## src/rtl/cpu_types_pkg.sv

```systemverilog
// Shared CPU datapath types used by the instruction-fetch front end.
package cpu_types_pkg;

    typedef logic [31:0] word_t;

    localparam int unsigned WBYTES_DEFAULT = 4;

    typedef enum logic [1:0] {
        FETCH,
        SQUASH,
        HALTED
    } fetch_state_t;

    typedef struct packed {
        word_t pc;
        word_t npc;
        word_t instr;
    } fetch_entry_t;

endpackage

```

## src/rtl/fetch_unit_if.sv

```systemverilog
// Instruction-memory request port and IF/ID handoff of the fetch unit.
interface fetch_unit_if;
    import cpu_types_pkg::*;

    logic  iREN;
    word_t iaddr;
    logic  ihit;
    word_t iload;

    logic  if_valid;
    word_t if_instr;
    word_t if_pc;
    word_t if_npc;
    logic  if_ready;

    modport master (
        output iREN, iaddr, if_valid, if_instr, if_pc, if_npc,
        input  ihit, iload, if_ready
    );

    modport slave (
        input  iREN, iaddr, if_valid, if_instr, if_pc, if_npc,
        output ihit, iload, if_ready
    );

endinterface

```

## src/rtl/fetch_buffer.sv

```systemverilog
// Small FIFO of fetched entries between fetch and decode; flush wins over push/pop.
module fetch_buffer
    import cpu_types_pkg::*;
#(
    parameter int unsigned DEPTH = 2,
    localparam int unsigned AW = $clog2(DEPTH),
    localparam int unsigned CW = AW + 1
) (
    input  logic          CLK,
    input  logic          nRST,
    input  logic          push,
    input  fetch_entry_t  push_data,
    input  logic          pop,
    input  logic          flush,
    output logic [CW-1:0] count,
    output fetch_entry_t  head
);

    fetch_entry_t  mem [DEPTH];
    logic [AW-1:0] rd_ptr;
    logic [AW-1:0] wr_ptr;
    logic          do_push;
    logic          do_pop;

    assign do_push = push && (count != CW'(DEPTH));
    assign do_pop  = pop && (count != '0);
    assign head    = mem[rd_ptr];

    always_ff @(posedge CLK or negedge nRST) begin
        if (!nRST) begin
            rd_ptr <= '0;
            wr_ptr <= '0;
            count  <= '0;
            for (int i = 0; i < int'(DEPTH); i++) begin
                mem[i] <= '0;
            end
        end else if (flush) begin
            rd_ptr <= '0;
            wr_ptr <= '0;
            count  <= '0;
        end else begin
            if (do_push) begin
                mem[wr_ptr] <= push_data;
                wr_ptr      <= wr_ptr + AW'(1);
            end
            if (do_pop) begin
                rd_ptr <= rd_ptr + AW'(1);
            end
            if (do_push && !do_pop) begin
                count <= count + CW'(1);
            end else if (!do_push && do_pop) begin
                count <= count - CW'(1);
            end
        end
    end

endmodule

```

## src/rtl/fetch_unit.sv

```systemverilog
// Fetch front end: PC sequencing, imem requests, redirect squash and halt.
// Define FETCH_PERF_EN to add the stall/squash performance counters.
//
// state  | meaning
// FETCH  | issuing reads while buffer has room and no halt seen
// SQUASH | redirect arrived mid-request; wait for ihit, drop data, load target
// HALTED | no more requests, redirects ignored; buffer still drains
module fetch_unit
    import cpu_types_pkg::*;
#(
    parameter int unsigned BUF_DEPTH = 2,
    parameter int unsigned WBYTES    = WBYTES_DEFAULT
) (
    input  logic         CLK,
    input  logic         nRST,
    input  word_t        pc_out,
    output logic         pc_EN,
    output word_t        pc_in,
    input  logic         redirect,
    input  word_t        redirect_pc,
    input  logic         halt,
`ifdef FETCH_PERF_EN
    output word_t        perf_stall_cnt,
    output word_t        perf_squash_cnt,
`endif
    fetch_unit_if.master fif
);

    localparam int unsigned CW = $clog2(BUF_DEPTH) + 1;
    localparam logic [CW-1:0] FULL_CNT = CW'(BUF_DEPTH);

    fetch_state_t  state;
    fetch_state_t  next_state;
    word_t         pend_target;
    word_t         pend_next;
    logic          halt_seen;
    logic          req_out;
    logic          iren_raw;
    logic          pc_en_raw;
    logic          push;
    logic          flush;
    logic          pop;
    word_t         pc_inc;
    logic [CW-1:0] count;
    fetch_entry_t  head;
    fetch_entry_t  push_data;

    assign pc_inc    = pc_out + word_t'(WBYTES);
    assign push_data = '{pc: pc_out, npc: pc_inc, instr: fif.iload};
    assign pop       = fif.if_valid && fif.if_ready;

    always_comb begin
        next_state = state;
        pend_next  = pend_target;
        iren_raw   = 1'b0;
        pc_en_raw  = 1'b0;
        pc_in      = pc_inc;
        push       = 1'b0;
        flush      = 1'b0;
        unique case (state)
            FETCH: begin
                // an outstanding request keeps iREN up even after halt is seen
                iren_raw = req_out || ((count < FULL_CNT) && !halt_seen);
                if (redirect) begin
                    flush = 1'b1;
                    pc_in = redirect_pc;
                    if (iren_raw && !fif.ihit) begin
                        next_state = SQUASH;
                        pend_next  = redirect_pc;
                    end else begin
                        pc_en_raw = 1'b1;
                    end
                end else if (iren_raw && fif.ihit) begin
                    push      = 1'b1;
                    pc_en_raw = 1'b1;
                end else if (halt_seen && !iren_raw) begin
                    next_state = HALTED;
                end
            end
            SQUASH: begin
                iren_raw = 1'b1;
                if (redirect) begin
                    flush     = 1'b1;
                    pend_next = redirect_pc;
                end
                if (fif.ihit) begin
                    pc_en_raw  = 1'b1;
                    pc_in      = redirect ? redirect_pc : pend_target;
                    next_state = FETCH;
                end
            end
            HALTED: begin
            end
            default: next_state = FETCH;
        endcase
    end

    always_ff @(posedge CLK or negedge nRST) begin
        if (!nRST) begin
            state       <= FETCH;
            pend_target <= '0;
            halt_seen   <= 1'b0;
            req_out     <= 1'b0;
        end else begin
            state       <= next_state;
            pend_target <= pend_next;
            halt_seen   <= halt_seen || halt;
            req_out     <= iren_raw && !fif.ihit;
        end
    end

    assign fif.iREN  = iren_raw && nRST;
    assign pc_EN     = pc_en_raw && nRST;
    assign fif.iaddr = pc_out;

    fetch_buffer #(.DEPTH(BUF_DEPTH)) u_buf (
        .CLK       (CLK),
        .nRST      (nRST),
        .push      (push),
        .push_data (push_data),
        .pop       (pop),
        .flush     (flush),
        .count     (count),
        .head      (head)
    );

    assign fif.if_valid = (count != '0);
    assign fif.if_instr = head.instr;
    assign fif.if_pc    = head.pc;
    assign fif.if_npc   = head.npc;

`ifdef FETCH_PERF_EN
    always_ff @(posedge CLK or negedge nRST) begin
        if (!nRST) begin
            perf_stall_cnt  <= '0;
            perf_squash_cnt <= '0;
        end else begin
            if (fif.iREN && !fif.ihit && (perf_stall_cnt != '1)) begin
                perf_stall_cnt <= perf_stall_cnt + 32'd1;
            end
            if (flush && (perf_squash_cnt != '1)) begin
                perf_squash_cnt <= perf_squash_cnt + 32'd1;
            end
        end
    end
`endif

endmodule

```

## src/flat_wrapper.sv

```systemverilog
// flat-port wrapper written by rule: the top's interface ports become plain ports
module fetch_unit_flat import cpu_types_pkg::*;
#(
    parameter int unsigned BUF_DEPTH = 2,
    parameter int unsigned WBYTES    = WBYTES_DEFAULT
)
  (CLK, nRST, pc_out, pc_EN, pc_in, redirect, redirect_pc, halt, fif_iREN, fif_iaddr, fif_if_valid, fif_if_instr, fif_if_pc, fif_if_npc, fif_ihit, fif_iload, fif_if_ready);
  fetch_unit_if fif_i ();
  input  logic CLK;
  input  logic nRST;
  input  word_t pc_out;
  output logic pc_EN;
  output word_t pc_in;
  input  logic redirect;
  input  word_t redirect_pc;
  input  logic halt;
  output wire logic [$bits(fif_i.iREN)-1:0] fif_iREN;
  output wire logic [$bits(fif_i.iaddr)-1:0] fif_iaddr;
  output wire logic [$bits(fif_i.if_valid)-1:0] fif_if_valid;
  output wire logic [$bits(fif_i.if_instr)-1:0] fif_if_instr;
  output wire logic [$bits(fif_i.if_pc)-1:0] fif_if_pc;
  output wire logic [$bits(fif_i.if_npc)-1:0] fif_if_npc;
  input wire logic [$bits(fif_i.ihit)-1:0] fif_ihit;
  input wire logic [$bits(fif_i.iload)-1:0] fif_iload;
  input wire logic [$bits(fif_i.if_ready)-1:0] fif_if_ready;
  assign fif_iREN = fif_i.iREN;
  assign fif_iaddr = fif_i.iaddr;
  assign fif_if_valid = fif_i.if_valid;
  assign fif_if_instr = fif_i.if_instr;
  assign fif_if_pc = fif_i.if_pc;
  assign fif_if_npc = fif_i.if_npc;
  assign fif_i.ihit = fif_ihit;
  assign fif_i.iload = fif_iload;
  assign fif_i.if_ready = fif_if_ready;
  fetch_unit #(.BUF_DEPTH(BUF_DEPTH), .WBYTES(WBYTES)) u_core (.CLK(CLK), .nRST(nRST), .pc_out(pc_out), .pc_EN(pc_EN), .pc_in(pc_in), .redirect(redirect), .redirect_pc(redirect_pc), .halt(halt), .fif(fif_i));
endmodule
```

## config.mk

```make
export PLATFORM = sky130hd
export DESIGN_NAME = fetch_unit_flat
export DESIGN_NICKNAME = d
export VERILOG_FILES = /design/src/rtl/cpu_types_pkg.sv /design/src/rtl/fetch_unit_if.sv /design/src/rtl/fetch_buffer.sv /design/src/rtl/fetch_unit.sv /design/src/flat_wrapper.sv
export SDC_FILE = /design/constraint.sdc
export NUM_CORES = 1
export LEC_CHECK = 0
export CELL_PAD_IN_SITES_DETAIL_PLACEMENT = 1
export CELL_PAD_IN_SITES_GLOBAL_PLACEMENT = 1
export CORE_MARGIN = 3
export CORE_UTILIZATION = 42
export DETAILED_ROUTE_END_ITERATION = 10
export PLACE_DENSITY = 0.86
export SLEW_MARGIN = 20
export SYNTH_ARGS = -nofsm -noshare
export SYNTH_HDL_FRONTEND = slang
export SYNTH_SLANG_ARGS = --single-unit
```

## constraint.sdc

```tcl
create_clock -name CLK -period 3.2 [get_ports CLK]
set_input_delay 0.48 -clock CLK [delete_from_list [all_inputs] [get_ports CLK]]
set_output_delay 0.48 -clock CLK [all_outputs]
set_load 0.1 [all_outputs]
```

==> metrics.cfg, run 1 <==
[worst_setup_path]
cp_slowest_cell = or4_4
path_max_fanout = 4
cp.arrival_ns = 2.62
start_kind = primary input
crit_type = primary input to output pin
path_cells = clkdlybuf4s50_1, nand2_2, or4_4, nor4_4, xnor2_2, o21ai_2, buf_12
crit_required_ns = 2.72
slowest_delay_ns = 0.57
endpoint_kind = output pin

[cells_and_area]
areaGrowthSynthToFinish_pct = 39.1
layout-drive-gt1-share_pct = 38.6
antennaDiodeCount = 0
final_common_cell = nand2_1
fin_nets = 1399
layout_common_cells = nand2_1 (255), dfrtp_1 (227), buf_4 (196)

[synthesis]
syn-num-nets = 1129
synth_compound_area_share_pct = 7.54
yosys_most_used_dff = dfrtp_1
seq_area_frac_synth_pct = 52.4
syn_inst = 1025
synth_cell_types = 44
synth-adder-area-share_pct = 0.230
synthSimpleGateAreaFrac_pct = 13.1
synth.avg_cell_area_um2 = 10.6
synth_area_mm2 = 0.0109
async_flop_share_pct = 100
synthMuxAreaShare_pct = 19.1
yosysWarnings = 0
synth_edf_count = 0
synth_top_family_by_area = multiplexers
yosys.area_share.xor_xnor_pct = 2.49
synth-seq-cells = 228

[sta]
setup-violations-final = 0
worst-slew-pin-transition_ns = 0.969
slew_viol_final = 0
hold_violations = 0
period_needed_ns = 3.10
fin_crit_sh_pct = 96.9
fin_skew_ns = 0.0290
fin_hold_ws_ns = 0.399
setup_tns_ns = 0
max_freq_mhz = 322
relSlewSlack_pct = 35.4

[grt]
grt_overflow = 0
grt_pass1_vias = 9822
grt_max_degree = 131
grt_usage_pct = 24.8
antenna_found_initial = 0
grt_pass1_wl_um = 55700

[power_and_ir_drop]
pwr-share-comb_pct = 35.1
internal_power_mw = 5.72
ir_drop_mv = 0.651
powerDensity_mw_per_mm2 = 623
net-switching-power_mw = 3.72
clkPwrFrac_pct = 29.7
pwr-share-seq_pct = 35.2
p_leak_nw = 7.51
swShare_pct = 39.4

[status]
status = finished clean

[place]
finalWeightedCongestion = 0.782
io_buffer_count = 264
hpwl_um = 25200

[floorplanning]
initial_core_util_pct = 43.0
die_w_um = 167
core_mm2 = 0.0253
ios = 265
die_area_mm2 = 0.0279
rows = 58
fp.dieH_um = 167

[clock_tree]
clock_latency_ns = 0.52
clock-sinks = 228
clk_pin_slew_ns = 0.06
ctsRootBufferMaster = clkbuf_16
htree_levels = 1
clk_path_buf_depth = 3
cts_made_buffers = 25
cts_tree = yes

[flow_run]
cap_violations = 0

[drt]
vias = 8772
via_per_inst = 5.35
drt_iter0_markers = 528
wire_per_inst_um = 21.8
dr.pass1.iters = 4
ant_nets = 0
route.detailed.drc = 0
wl_um = 35700

[worst_hold_path]
hp-class = primary input to async pin

## flip-flops by register name (all words and copies together), names as in the netlist
register,flops
u_core.halt_seen,1
u_core.pend_target,32
u_core.u_buf.count,2
u_core.u_buf.mem,188
u_core.state,2
u_core.u_buf.rd_ptr,1
u_core.u_buf.wr_ptr,1
u_core.req_out,1
## cell type report
cell class                 instances  area [um2]
timing repair buffer             343        3420
sequential                       228        5710
clock buffer                      35         733
inverter                          10        37.5
multi-input combinational        687        4780
tap                              330         413
clock inverter                     6        62.6
fill                            2649       10200
## per-layer routing
metal,share of wire [%],global-route usage (%)
met5,0,0
met4,2.6,6.92
met3,5.1,4.51
met2,53,45.7
met1,39,29.7
## cells by family after synthesis
family,count (synthesis)
flops,228
simple gates,324
buf+inv,110
compound gates,145
xor+xnor,31
fa+ha+maj,2
mux,185
## cells in the mapped netlist, drive strengths merged (2+ instances only)
master | n | area share (%)
and4 | 4 | 0.32
or4 | 2 | 0.21
o21ai | 104 | 4.8
nand2 | 258 | 9.0
a22oi | 32 | 2.2
dfrtp | 228 | 52
nor3 | 9 | 0.55
mux2 | 184 | 19
ha | 2 | 0.23
nor4 | 5 | 0.62
inv | 10 | 0.34
clkbuf | 54 | 1.9
xnor2 | 17 | 1.4
or2 | 2 | 0.11
nand4 | 5 | 0.48
nor2 | 17 | 0.59
nor2b | 3 | 0.17
nand3 | 12 | 0.55
buf | 46 | 2.9
xor2 | 14 | 1.1
a21oi | 5 | 0.23
nor3b | 2 | 0.14
## final timing paths
check / end / slack, ns / cells after the start / start
min in group CLK: u_core.u_buf.mem[172]$_DFFE_PN0P_ / 0.45 / 4 / pc_out[12]
min: u_core.state[0]$_DFFE_PN0P_ / 0.40 / 2 / nRST
max in group asynchronous: u_core.u_buf.rd_ptr$_DFFE_PN0P_ / 1.52 / 3 / nRST
max: pc_in[23] / 0.1 / 7 / pc_out[5]
max reg2reg: u_core.u_buf.mem[89]$_DFFE_PN0P_ / 0.86 / 6 / u_core.u_buf.count[1]$_DFFE_PN0P_
min reg2reg: u_core.u_buf.mem[98]$_DFFE_PN0P_ / 0.47 / 2 / u_core.u_buf.mem[98]$_DFFE_PN0P_
## power by group through the flow
stage	registers, mW	clock network (mW)	logic (mW)
global route	3.36	3.01	3.42
floorplan	3.23	0	2.47
global placement	3.34	0	3.26
finish	3.33	2.80	3.31
CTS	3.33	2.87	3.32
detailed placement	3.37	0	3.31
## metrics by stage
step | utilization (%) | total power, mW | setup WS [ns] | std cells | area, um2
after global routing | 59.8 | 9.79 | -0.00365 | 1639 | 15200
final | 59.8 | 9.44 | 0.0987 | 1639 | 15200
after detailed placement | 56.2 | 6.68 | -0.102 | 1594 | 14200
after global placement | 56.2 | 6.60 | -0.0105 | 1594 | 14200
after CTS | 59.5 | 9.52 | 0.00122 | 1637 | 15100
after floorplan | - | 5.70 | -0.517 | 1025 | 10900
## critical path, delay by kind of cell
kind | cells | cell delay (ns)
simple gates | 3 | 1.04
xor+xnor | 1 | 0.15
buf+inv | 2 | 0.71
compound gates | 1 | 0.24
## timing repair
item                       CTS  global route
hold buffers                 1             0
setup endpoints to repair    5            15
setup buffers                1             2
pin swaps                    3             7
resized for setup            6            18
hold endpoints to repair    24             0
No activity file was read; power rests on OpenSTA's default activity.
==> run 2: changes to the inputs <==
Settings changed: CAP_MARGIN set to 10, CORE_UTILIZATION 42 to 44, PLACE_DENSITY 0.86 to unset, PLACE_DENSITY_LB_ADDON set to 0.12, SYNTH_HIERARCHICAL set to 1.
==> run 2 against run 1 <==
  * Global-route usage down 2.3 points
  * Clock skew fell by 0.019 ns
  * Highest routed layer is now met5
  * Clock-buffer cell count up 9
  * Critical path type unchanged
  * Critical endpoint is now pc_in[21]
  * Largest cell class unchanged
  * Power decreased by 1.7%
==> metrics.cfg, run 2 <==
[status]
status = finished clean

[cells_and_area]
areaGrowthSynthToFinish_pct = 37.4
multi_input_area_mm2 = 0.00508  ; +6.4%
layout-drive-gt1-share_pct = 50.9  ; +12 points
top_regs = u_core/u_buf/mem (192), u_core/pend_target (32)
seqCellArea_mm2 = 0.00581  ; +1.8%
largest_register = u_core/u_buf/mem
final_common_cell = mux2_2
design_area_mm2 = 0.0155  ; +2.5%
fin_nets = 1230  ; -12%
utilization_pct = 61.7  ; +1.9 points
largest_reg_flops = 192  ; +2.1%
layout_common_cells = mux2_2 (280), dfrtp_1 (231), buf_4 (197)
n_fill_cell = 2446  ; -7.7%

[synthesis]
yosys_most_used_dff = dfrtp_1
synth_edf_count = 0  ; unchanged
yosysWarnings = 6  ; +6
post-synth-top-area-cell = dfrtp_1
synth_common_cells = mux2_2 (280), dfrtp_1 (232), mux2_1 (40), buf_4 (32), a21o_1 (24)
async_flop_share_pct = 100  ; unchanged
synth_area_mm2 = 0.0113  ; +3.8%
syn-num-nets = 938  ; -17%
syn_inst = 835  ; -19%
seq_area_frac_synth_pct = 51.4  ; -1.0 points
synthMostInstantiatedCell = mux2_2
synth.avg_cell_area_um2 = 13.5  ; +27%
synth_cell_types = 44  ; unchanged
synth_top_area_share_pct = 51.4  ; -1.0 points
yosys-top-cells-area = dfrtp_1 (51%), mux2_2 (28%), mux2_1 (4.0%)
synth-seq-cells = 232  ; +1.8%

[place]
io_buffer_count = 264  ; unchanged
dpl_cell_area_mm2 = 0.0145  ; +2.2%
finalWeightedCongestion = 0.784  ; +0.31%
hpwl_um = 22600  ; -10%

[worst_setup_path]
cp.arrival_ns = 2.64  ; +0.02 ns
worstReg2RegEnd = u_core/u_buf/mem[149]$_DFFE_PN0P_
crit_family = simple AND/OR/NAND/NOR gates
slowest_delay_ns = 0.53  ; -0.04 ns
endpoint_kind = output pin
crit_type = primary input to output pin
start_kind = primary input
crit_required_ns = 2.72  ; about the same
reg2regPathDepth = 9  ; +3
path_max_fanout = 4  ; unchanged
ff2ff_setup_slack_ns = 0.71  ; -0.15 ns
reg2reg_from = u_core/u_buf/count[1]$_DFFE_PN0P_
path_buf_inv = 3  ; +1
path_cells = clkdlybuf4s50_1, nand4_1, buf_6, or4_4, nor4_4, xor2_2, a21o_1, buf_12
cp_slowest_cell = or4_4

[worst_hold_path]
min_path_cells = 3
min_from = pc_out[13]
hold_path_end = u_core/u_buf/mem[173]$_DFFE_PN0P_
hp-class = primary input to flop

[sta]
max_freq_mhz = 320  ; -0.69%
hold_violations = 0  ; unchanged
fin_skew_ns = 0.0104  ; -0.0186 ns
fin_crit_sh_pct = 97.6  ; +0.67 points
period_needed_ns = 3.12  ; +0.0215 ns
slew_viol_final = 0  ; unchanged
relSlewSlack_pct = 35.1  ; -0.25 points
setup-violations-final = 0  ; unchanged
worst-slew-pin-transition_ns = 0.970  ; +0.000747 ns

[floorplanning]
die_area_mm2 = 0.0276  ; -0.88%
ios = 265  ; unchanged
rows = 58  ; unchanged
fp.dieH_um = 166  ; -0.44%
die_w_um = 166  ; -0.44%
core_mm2 = 0.0252  ; -0.57%
initial_core_util_pct = 44.9  ; +1.9 points

[clock_tree]
clock-sinks = 232  ; +1.8%
htree_levels = 1  ; unchanged
ctsRootBufferMaster = clkbuf_16
cts_made_buffers = 26  ; +4.0%
clock_latency_ns = 0.52  ; about the same
clk_path_buf_depth = 3  ; unchanged
clk_pin_slew_ns = 0.06  ; about the same
cts_tree = yes

[power_and_ir_drop]
swShare_pct = 38.2  ; -1.2 points
internal_power_mw = 5.74  ; +0.25%
pwr-share-seq_pct = 35.8  ; +0.6 points
net-switching-power_mw = 3.54  ; -4.7%
clkPwrFrac_pct = 30.3  ; +0.6 points
ir_drop_mv = 0.521  ; -20%
powerDensity_mw_per_mm2 = 597  ; -4.1%
pwr-share-comb_pct = 33.9  ; -1.2 points
p_leak_nw = 7.77  ; +3.5%

[grt]
grt_usage_pct = 22.5  ; -2.3 points
grt_pass1_wl_um = 50200  ; -10%
grt_overflow = 0  ; unchanged
grt_max_degree = 145  ; +11%
antenna_found_initial = 3  ; +3
grt_pass1_vias = 8686  ; -12%

[drt]
drt_iter0_markers = 407  ; -23%
vias = 7877  ; -10%
via_per_inst = 5.33  ; -0.42%
ant_nets = 0  ; unchanged
dr.pass1.iters = 5  ; +1
wire_per_inst_um = 21.9  ; +0.56%
wl_um = 32300  ; -9.3%
route.detailed.drc = 0  ; unchanged

[flow_run]
cap_violations = 0  ; unchanged

run 2: changes by cell type after synthesis, moves of 7 or more:
cell      before  now
a22oi_1       32    2
o21ai_0       84    3
a22o_1         0   22
nand4_1        3   10
a21o_1         0   24
mux2_2       181  280
xor2_1        14    7
nand2_1      257   13
clkbuf_1      52   21
mux2_1         3   40
o21ai_1       20    0
buf_2          6   22
run 2: layout make-up:
cell class | count | share of cell area, %
sequential | 232 | 37.4
multi-input combinational | 514 | 32.7
timing repair buffer | 343 | 21.8
clock buffer | 44 | 5.02
tap | 330 | 2.66
inverter | 10 | 0.242
clock inverter | 4 | 0.129
antenna | 1 | 0.0161
run 2: tightest hold or removal path: stages:
cell            delay (ns)
dlymetal6s2s_1        0.11
buf_4                 0.17
mux2_2                0.15
run 2: through the flow:
step                      setup WS, ns  total power [mW]  hold WS, ns  TNS [ns]  instances
final                           0.0772              9.28        0.416         0       1478
after global routing           -0.0112              9.63        0.419   -0.0112       1478
after CTS                       0.0104              9.37        0.466         0       1472
after detailed placement       -0.0873              6.51        0.425    -0.382       1420
after global placement         -0.0460              6.48        0.422    -0.105       1420
after floorplan                  0.284              5.58        0.184         0        835
run 2: power by group through the flow:
stage	clock network, mW	logic, mW	registers (mW)
after floorplan	0	2.33	3.24
after global placement	0	3.12	3.36
after detailed placement	0	3.14	3.37
after CTS	2.89	3.16	3.32
after global routing	3.03	3.25	3.35
final	2.81	3.15	3.32
run 2: worst max-delay path by stage:
| stage | start | endpoint | slack, ns | depth (start not counted) |
|---|---|---|---|---|
| 6_report | pc_out[12] | pc_in[21] | 0.08 | 8 |
| 5_1_grt | pc_out[12] | pc_in[21] | -0.01 | 8 |
| 4_1_cts | pc_out[11] | pc_in[21] | 0.01 | 7 |
| 3_3_place_gp | pc_out[10] | pc_in[21] | -0.05 | 7 |
| 2_1_floorplan | u_core/u_buf/count[1]$_DFFE_PN0P_ | pc_EN | 0.28 | 5 |
| 3_5_place_dp | pc_out[10] | pc_in[16] | -0.09 | 8 |
run 2: kinds of logic after synthesis:
logic type / synth area share, %
AOI/OAI and AO/OA: 4.63
xor gates and xnor gates: 2.31
adders and majority gates: 0.111
buffers and inverters: 4.53
DFF: 51.4
muxes: 32.1
and+or+nand+nor: 5.00
run 2: what timing repair did:
action	4_1_cts	5_1_grt
hold buffers	1	0
pin swaps	5	10
resized for setup	6	19
setup endpoints to repair	9	18
endpoints found under the hold margin	44	0
buffers inserted	3	5
run 2: per-layer routing:
metal / vias up / share of wire, % / global-route usage, %
met3: 45 / 5.7 / 5.74
met2: 185 / 47 / 37.2
li1: 3589 / - / -
met4: 4 / 2.2 / 4.63
met1: 4054 / 44 / 30.4
met5: - / 0.059 / 0
==> run 3: changes to the inputs <==
Settings changed: CORE_UTILIZATION 44 to 40.
==> run 3 against run 2 <==
  * Non-clock buffer count fell by 5
  * Sequential cell count did not move
  * Worst setup slack improved by 0.012 ns
  * Final area rose by 0.24%
  * Sequential power barely moved
  * Fmax rose by 0.37%
  * Combinational power barely moved
  * Final cell count rose by 2.6%
  * Clock skew rose by 0.0018 ns
==> metrics.cfg, run 3 (synthesis gave the netlist of run 2 again) <==
[floorplanning]
die_w_um = 174  ; +4.7%
rows = 60  ; +3.4%
initial_core_util_pct = 41.4  ; -3.5 points
ios = 265  ; unchanged
fp.dieH_um = 174  ; +4.7%
die_area_mm2 = 0.0303  ; +9.6%
core_mm2 = 0.0273  ; +8.5%

[drt]
dr.pass1.iters = 5  ; unchanged
route.detailed.drc = 0  ; unchanged
drt_iter0_markers = 301  ; -26%
vias = 7890  ; +0.17%
via_per_inst = 5.20  ; -2.3%
wire_per_inst_um = 21.5  ; -1.6%
wl_um = 32600  ; +0.91%
ant_nets = 0  ; unchanged

[clock_tree]
clk_pin_slew_ns = 0.06  ; about the same
htree_levels = 1  ; unchanged
ctsRootBufferMaster = clkbuf_16
clock_latency_ns = 0.53  ; about the same
cts_made_buffers = 27  ; +3.8%
cts_tree = yes
clock-sinks = 232  ; unchanged
clk_path_buf_depth = 3  ; unchanged

[grt]
grt_usage_pct = 21.2  ; -1.3 points
grt_overflow = 0  ; unchanged
grt_pass1_wl_um = 51400  ; +2.3%
grt_pass1_vias = 8637  ; -0.56%
grt_max_degree = 97  ; -33%
antenna_found_initial = 0  ; -3

[worst_setup_path]
ff2ff_setup_slack_ns = 0.85  ; +0.14 ns
cp.arrival_ns = 2.63  ; about the same
crit_type = primary input to output pin
reg2regPathDepth = 9  ; unchanged
crit_required_ns = 2.72  ; about the same
worstReg2RegEnd = u_core/u_buf/mem[186]$_DFFE_PN0P_
start_kind = primary input
path_max_fanout = 6  ; +2
reg2reg_from = u_core/u_buf/count[1]$_DFFE_PN0P_
crit_path_start = pc_out[21]
endpoint_kind = output pin

[cells_and_area]
areaGrowthSynthToFinish_pct = 37.7
largest_register = u_core/u_buf/mem
largest_reg_flops = 192  ; unchanged
fin_nets = 1226  ; -0.33%
seqCellArea_mm2 = 0.00581  ; unchanged
layout_common_cells = mux2_2 (280), dfrtp_1 (231), buf_4 (194)
utilization_pct = 57.0  ; -4.7 points
antennaDiodeCount = 0  ; -1
design_area_mm2 = 0.0156  ; +0.24%
layout-drive-gt1-share_pct = 51.0  ; +0.13 points
final_common_cell = mux2_2
multi_input_area_mm2 = 0.00510  ; +0.27%
top_regs = u_core/u_buf/mem (192), u_core/pend_target (32)
n_fill_cell = 2745  ; +12%

[flow_run]
cap_violations = 0  ; unchanged

[place]
pre_cts_slack_ns = -0.0434  ; +0.0440 ns
finalWeightedCongestion = 0.843  ; +7.4%
io_buffer_count = 264  ; unchanged
hpwl_um = 23300  ; +3.2%
dpl_cell_area_mm2 = 0.0146  ; +0.43%

[sta]
setup-violations-final = 0  ; unchanged
fin_skew_ns = 0.0122  ; +0.00182 ns
fin_crit_sh_pct = 97.2  ; -0.36 points
setup_tns_ns = 0  ; unchanged
period_needed_ns = 3.11  ; -0.0116 ns
max_freq_mhz = 321  ; +0.37%
slew_viol_final = 0  ; unchanged
hold_violations = 0  ; unchanged
fin_hold_ws_ns = 0.397  ; -0.0195 ns
setup_slack_ns = 0.0888  ; +0.0116 ns
relSlewSlack_pct = 35.8  ; +0.64 points
worst-slew-pin-transition_ns = 0.961  ; -0.00958 ns

[power_and_ir_drop]
powerDensity_mw_per_mm2 = 600  ; +0.47%
p_leak_nw = 7.72  ; -0.62%
ir_drop_mv = 0.349  ; -33%

[status]
status = finished clean

[worst_hold_path]
min_from = pc_out[13]
hp-class = primary input to flop
min_path_cells = 3  ; unchanged
hold_path_end = u_core/u_buf/mem[77]$_DFFE_PN0P_

==> run 3: repair_timing <==
| action | in CTS | in global routing |
|---|---|---|
| gates cloned | 0 | 0 |
| pin swaps | 2 | 10 |
| gates resized for setup | 5 | 14 |
| buffers inserted | 0 | 1 |
| hold endpoints to repair | 50 | 0 |
| setup endpoints to repair | 6 | 17 |
| hold buffers | 1 | 0 |
==> run 3: metrics by stage <==
step	power [mW]	cells
global placement	6.49	1465
global route	9.73	1516
floorplan	5.58	835
detailed placement	6.52	1465
finish	9.35	1516
CTS	9.46	1516
==> run 3: how the worst max path moves through the flow <==
stage / to / slack [ns]
floorplan: pc_EN / 0.28
global placement: pc_in[21] / 0.02
detailed placement: pc_in[30] / -0.04
CTS: pc_in[16] / -0.02
global route: pc_in[13] / -0.09
finish: pc_in[28] / 0.09
==> run 3: area by class of cell <==
type                    instances  area share, %
clock inverters                 8          0.305
repair buffers                338           21.3
well taps                     372           2.99
multi-input cells             514           32.7
inverters                      10          0.241
flip-flops and latches        232           37.3
clock buffers                  42           5.09
==> run 3: critical path: stages <==
cell	delay, ns
clkdlybuf4s50_1	0.64
nand2_1	0.21
nor4_4	0.31
buf_4	0.17
nand4_1	0.13
xnor2_1	0.16
buf_4	0.16
a21o_1	0.20
buf_12	0.17
==> run 3: metal layers <==
metal	global-route usage, %	share of wire, %	vias up
met1	27.9	43	4054
met3	6.42	6.8	37
met5	0	0	-
met4	3.92	1.8	0
met2	35.1	48	218
li1	-	-	3581
==> run 3: report_power, final <==
part | switching, mW | internal [mW]
logic | 2.18 | 0.955
registers | 0.185 | 3.13
clock network | 1.20 | 1.70
total | 3.57 | 5.78
